**src/rtl/phy_regfile_wb_arbiter_pkg.sv**
```systemverilog
// Shared configuration and types for the register-file write-back arbiter.
// Execution units can reuse wb_req_t to bundle a result with its destination.
package phy_regfile_wb_arbiter_pkg;

    localparam int DEF_REQ_NUM          = 4;
    localparam int DEF_WB_WIDTH         = 2;
    localparam int DEF_PHY_REG_ID_WIDTH = 7;
    localparam int DEF_REG_DATA_WIDTH   = 32;

    typedef struct packed {
        logic [DEF_PHY_REG_ID_WIDTH-1:0] id;
        logic [DEF_REG_DATA_WIDTH-1:0]   data;
    } wb_req_t;

    // Successor of idx in a ring of n entries.
    function automatic int wrap_next(input int idx, input int n);
        int nxt;
        nxt = idx + 32'sd1;
        if (nxt >= n) begin
            nxt = 32'sd0;
        end else begin
            nxt = nxt;
        end
        return nxt;
    endfunction

endpackage

```
**src/rtl/phy_regfile_wb_arbiter_rr_multi_picker.sv**
```systemverilog
// Combinational round-robin picker granting up to WB_WIDTH requests per cycle,
// scanning from ptr upward with wrap; k-th grant in scan order maps to port k.
module rr_multi_picker #(
    parameter int REQ_NUM  = 4,
    parameter int WB_WIDTH = 2,
    localparam int IDX_W   = $clog2(REQ_NUM)
) (
    input  logic [REQ_NUM-1:0]               req,
    input  logic [IDX_W-1:0]                 ptr,
    output logic [REQ_NUM-1:0]               grant,
    output logic [WB_WIDTH-1:0][REQ_NUM-1:0] port_sel,
    output logic [IDX_W-1:0]                 last_idx,
    output logic                             any_grant
);

    logic [IDX_W:0]   sum_s;
    logic [IDX_W-1:0] idx_s;
    int               cnt_s;

    // Walk the ring once, handing out ports in scan order until they run out.
    always_comb begin
        grant    = '0;
        port_sel = '0;
        last_idx = '0;
        sum_s    = '0;
        idx_s    = '0;
        cnt_s    = 32'sd0;
        for (int j = 0; j < REQ_NUM; j++) begin
            sum_s = {1'b0, ptr} + (IDX_W+1)'(j);
            if (sum_s >= (IDX_W+1)'(REQ_NUM)) begin
                sum_s = sum_s - (IDX_W+1)'(REQ_NUM);
            end else begin
                sum_s = sum_s;
            end
            idx_s = sum_s[IDX_W-1:0];
            if (req[idx_s] && (cnt_s < WB_WIDTH)) begin
                grant[idx_s] = 1'b1;
                for (int k = 0; k < WB_WIDTH; k++) begin
                    if (cnt_s == k) begin
                        port_sel[k][idx_s] = 1'b1;
                    end else begin
                        port_sel[k][idx_s] = port_sel[k][idx_s];
                    end
                end
                last_idx = idx_s;
                cnt_s    = cnt_s + 32'sd1;
            end else begin
                cnt_s = cnt_s;
            end
        end
        any_grant = |grant;
    end

endmodule

```
**src/rtl/phy_regfile_wb_arbiter.sv**
```systemverilog
// Shares the register-file write-back ports among execution-unit results with
// a round-robin multi-grant arbiter; granted results are registered onto the ports.
module phy_regfile_wb_arbiter
    import phy_regfile_wb_arbiter_pkg::*;
#(
    parameter int REQ_NUM          = DEF_REQ_NUM,
    parameter int WB_WIDTH         = DEF_WB_WIDTH,
    parameter int PHY_REG_ID_WIDTH = DEF_PHY_REG_ID_WIDTH,
    parameter int REG_DATA_WIDTH   = DEF_REG_DATA_WIDTH
) (
    input  logic                                     clk,
    input  logic                                     rst,
    input  logic [REQ_NUM-1:0]                       req_valid,
    input  logic [REQ_NUM-1:0][PHY_REG_ID_WIDTH-1:0] req_id,
    input  logic [REQ_NUM-1:0][REG_DATA_WIDTH-1:0]   req_data,
    output logic [REQ_NUM-1:0]                       req_ready,
    input  logic                                     flush,
    output logic [WB_WIDTH-1:0][PHY_REG_ID_WIDTH-1:0] wb_phyf_id,
    output logic [WB_WIDTH-1:0][REG_DATA_WIDTH-1:0]   wb_phyf_data,
    output logic [WB_WIDTH-1:0]                       wb_phyf_we,
    output logic                                      arb_busy
);

    localparam int IDX_W = $clog2(REQ_NUM);

    logic [REQ_NUM-1:0]                        grant_s;
    logic [WB_WIDTH-1:0][REQ_NUM-1:0]          port_sel_s;
    logic [IDX_W-1:0]                          last_idx_s;
    logic                                      any_grant_s;
    logic [REQ_NUM-1:0]                        ready_s;
    logic [WB_WIDTH-1:0]                       port_we_s;
    logic [WB_WIDTH-1:0][PHY_REG_ID_WIDTH-1:0] port_id_s;
    logic [WB_WIDTH-1:0][REG_DATA_WIDTH-1:0]   port_data_s;
    logic [IDX_W-1:0]                          ptr_nxt_s;
    logic                                      busy_s;

    logic [IDX_W-1:0]                          rr_ptr_r;
    logic [WB_WIDTH-1:0]                       we_r;
    logic [WB_WIDTH-1:0][PHY_REG_ID_WIDTH-1:0] id_r;
    logic [WB_WIDTH-1:0][REG_DATA_WIDTH-1:0]   data_r;
    logic                                      busy_r;

    rr_multi_picker #(
        .REQ_NUM  (REQ_NUM),
        .WB_WIDTH (WB_WIDTH)
    ) u_picker (
        .req       (req_valid),
        .ptr       (rr_ptr_r),
        .grant     (grant_s),
        .port_sel  (port_sel_s),
        .last_idx  (last_idx_s),
        .any_grant (any_grant_s)
    );

    // Grants are withheld during reset and flush so no transfer can be lost.
    always_comb begin
        ready_s = '0;
        if (rst || flush) begin
            ready_s = '0;
        end else begin
            ready_s = grant_s & req_valid;
        end
    end

    // AND-OR mux of the selected requester onto each write port.
    always_comb begin
        port_we_s   = '0;
        port_id_s   = '0;
        port_data_s = '0;
        for (int k = 0; k < WB_WIDTH; k++) begin
            port_we_s[k] = |(port_sel_s[k] & ready_s);
            for (int i = 0; i < REQ_NUM; i++) begin
                port_id_s[k]   = port_id_s[k]   | (req_id[i]   & {PHY_REG_ID_WIDTH{port_sel_s[k][i]}});
                port_data_s[k] = port_data_s[k] | (req_data[i] & {REG_DATA_WIDTH{port_sel_s[k][i]}});
            end
        end
    end

    // Pointer advances past the last winner; idle or flushed cycles leave it.
    always_comb begin
        ptr_nxt_s = rr_ptr_r;
        if (any_grant_s && (|ready_s)) begin
            ptr_nxt_s = IDX_W'(wrap_next(int'(last_idx_s), REQ_NUM));
        end else begin
            ptr_nxt_s = rr_ptr_r;
        end
        busy_s = (|(req_valid & ~ready_s)) && !flush;
    end

    // Pointer and write-port registers; idle ports keep their last id/data.
    always_ff @(posedge clk) begin
        if (rst) begin
            rr_ptr_r <= '0;
            we_r     <= '0;
            id_r     <= '0;
            data_r   <= '0;
            busy_r   <= 1'b0;
        end else begin
            rr_ptr_r <= ptr_nxt_s;
            we_r     <= port_we_s;
            busy_r   <= busy_s;
            for (int k = 0; k < WB_WIDTH; k++) begin
                if (port_we_s[k]) begin
                    id_r[k]   <= port_id_s[k];
                    data_r[k] <= port_data_s[k];
                end else begin
                    id_r[k]   <= id_r[k];
                    data_r[k] <= data_r[k];
                end
            end
        end
    end

    assign req_ready    = ready_s;
    assign wb_phyf_we   = we_r;
    assign wb_phyf_id   = id_r;
    assign wb_phyf_data = data_r;
    assign arb_busy     = busy_r;

endmodule

```
**config.mk**
```make
export PLATFORM = sky130hd
export DESIGN_NAME = phy_regfile_wb_arbiter
export DESIGN_NICKNAME = d
export VERILOG_FILES = /design/src/rtl/phy_regfile_wb_arbiter_pkg.sv /design/src/rtl/phy_regfile_wb_arbiter_rr_multi_picker.sv /design/src/rtl/phy_regfile_wb_arbiter.sv
export SDC_FILE = /design/constraint.sdc
export NUM_CORES = 1
export LEC_CHECK = 0
export CAP_MARGIN = 40
export CELL_PAD_IN_SITES_DETAIL_PLACEMENT = 1
export CELL_PAD_IN_SITES_GLOBAL_PLACEMENT = 1
export CORE_MARGIN = 5
export CORE_UTILIZATION = 31
export DETAILED_ROUTE_END_ITERATION = 7
export GPL_TIMING_DRIVEN = 0
export PLACE_DENSITY_LB_ADDON = 0.1
export SYNTH_ARGS = -nofsm -noshare
export SYNTH_HDL_FRONTEND = slang
export SYNTH_SLANG_ARGS = --single-unit
```
**constraint.sdc**
```tcl
create_clock -name clk -period 6.28 [get_ports clk]
set_clock_uncertainty 0.05 [all_clocks]
set_input_delay 1.256 -clock clk [delete_from_list [all_inputs] [get_ports clk]]
set_output_delay 1.256 -clock clk [all_outputs]
set_load 0.02 [all_outputs]
```
==> run metrics <==
critical path cell sequence=clkdlybuf4s50_1, buf_2, mux4_2, buf_4, ha_2, inv_1, nand2_1, inv_2, fa_1, a21oi_2, o21a_2, and2_1, or3_1, and3_2, clkdlybuf4s15_2; Clock Tree Root=clkbuf_16; wl on met1=13.4 mm; Die Y=149 microns; CP Max Fanout=11; final worst-path cycle share=0.976; Hold Violations, Final=0; Post-DRT Antenna Nets=0; largest net degree at the start of global routing=15; Seq/Total Area, Yosys=0.276; Worst setup SP type=input pin; CP max-delay cell=clkdlybuf4s50_1; routed wl met3=2.96 mm; count of flip-flops with a built-in enable after synthesis=0; Mapped Cells=708; Critical Path End Type=output pin; cell area after layout=9210 sq um; Mapped Area=6020 sq um; FMAX=163 MHz; Cell variety after synth=62; vias per cell=6.17; Max VDD drop=0.229 mV; IO Count=248; status=complete, no violations; Port Buffers=244; CP arrival=4820 ps; critical path class=input pin to output pin; most frequent cell after synthesis=dfxtp_1; Pwr Density=519 nW/um^2; synth warn=0; Num Clock Sinks=83; area growth from synthesis to layout=52.9%; FF+latch count, synth=83; Final Max Tran Viols=0; Hold WC Path Type=flip-flop to flip-flop; # hold bufs at CTS=0; Non-Filler Instances=1237; Clock transition at path regs=70 ps; main flop type after synthesis=dfxtp_1; H-tree depth=3; Pre-antenna DRT Iters=6; Post-DP HPWL=22.8 mm; setup TNS=0 ps; Net count, final=1142; post-synth top area cell=dfxtp_1; Least-Margin Pin Slew=899 ps; Core ar.=19300 sq um; wire per inst=25.3 microns; total chip power=4.78 mW; Syn Area/Cell=8.51 sq um; Placer Congestion=0.897; Syn Nets=883; placed cell areas=8800 sq um; Rel. slew slack=0.401; first-pass GRT wire length=46.9 mm; reg2reg path depth=21; share of the synthesized area in the top cell type=0.276; Die W=149 microns; top post-synthesis cells by area=dfxtp_1 28%, a22oi_1 9.8%, a222oi_1 6.3%; Longest Clk Path Bufs=2; vias in the first global route=7896; Worst Path Required=4970 ps; Initial Utilization=0.313; total CTS buffers=9; row count=51; GR Overflow Total=0; clk_lat worst skew=350 ps; initial antenna violation count=0; # setup viols final=0; Inst Count DP=1217; met2 WL=14.4 mm; initial DRC count=690; # Max-Cap Violations=0; TritonCTS clock tree=yes; RSZ-0062 raised after global routing=false; Min-Delay Path Depth=2; Pleak=3.19 nW; share of cells above drive strength 1=0.0989; detailed-route via count=7628; Post-Route WL=31.3 mm; highest routed layer=met4; die area=22300 sq um; FFs w/ async S/R, synth=0; Overall Global Routing Usage=0.269; slowest stage delay, CP=500 ps; commonest cells in the synthesized netlist=83 x dfxtp_1, 79 x a22oi_1, 55 x nor2_1; WHS=451 ps; fin crit period=6130 ps; Fillers=2273; DRC=0
-- stage by stage --
stage | setup WS, ps | utilization
floorplan | 706 | -
global placement | -940 | 0.456
detailed placement | -976 | 0.456
CTS | 25.4 | 0.477
global route | 3.76 | 0.478
finish | 151 | 0.478
-- power by group --
part | internal (mW) | switching (mW)
Combinational | 1.33 | 2.09
Sequential | 0.689 | 0.101
Clock | 0.321 | 0.248
-- layer usage --
layer,up-vias,track usage
li1,3461,-
met1,3742,0.354
met2,385,0.442
met3,40,0.0620
met4,0,0.0741
met5,-,0
-- sequential cells by signal (all words and copies together) (netlist names), named ones only --
signal and flops:
arb_busy 1, rr_ptr_r 1, wb_phyf_data 64, wb_phyf_id 14, wb_phyf_we 2
-- kinds of logic after synthesis --
group                    Yosys count  synth area share
AO/OA/AOI/OAI                    388             0.506
XOR/XNOR                           2           0.00291
adder cells (fa/ha/maj)           12            0.0262
buffers and inverters             96            0.0773
flip-flops                        83             0.276
multiplexers                      10            0.0249
AND/OR/NAND/NOR                  117            0.0864
-- path summary, 6_finish.rpt --
check                                    start          endpoint  slack, ps
worst max-delay path              req_valid[2]      req_ready[2]        150
worst min-delay path            wb_phyf_id[13]    wb_phyf_id[13]        450
worst max register to register       flip-flop  wb_phyf_data[59]        460
worst min register to register  wb_phyf_id[13]    wb_phyf_id[13]        450
-- timing repair --
action / CTS / global route
hold endpoints to repair: 0 / 0
setup endpoints to repair: 83 / 63
pin swaps: 2 / 0
cloned: 0 / 0
resized for setup: 20 / 9
buffers inserted: 5 / 0
-- critical path: cells and delay by family --
kind / cells / cell delay, ps
buf+inv: 6 / 1400
mux: 1 / 290
simple gates: 4 / 760
compound gates: 2 / 430
fa+ha+maj: 2 / 690
-- cell usage in the layout, fill, tap and decap left out, types with 29 or more instances in the layout --
master / n
clkdlybuf4s50_1: 239
dfxtp_1: 82
a22oi_1: 79
nor2_1: 55
a21oi_1: 49
a22o_1: 42
a31oi_1: 42
o31ai_1: 41
clkbuf_1: 38
a222oi_1: 38
a311oi_1: 30
nand2_1: 29
-- area by class of cell --
class                   count  area, sq um  area share
multi-input cells         529         3960       0.430
clock buffers              10          239      0.0259
repair buffers            249         2480       0.269
well taps                 265          332      0.0360
flip-flops and latches     83         1660       0.181
plain buffers              83          423      0.0459
clock inverters             5         61.3     0.00666
diodes                      1         2.50    0.000272
inverters                  12         50.0     0.00543
No activity file was read; power rests on OpenSTA's default activity.
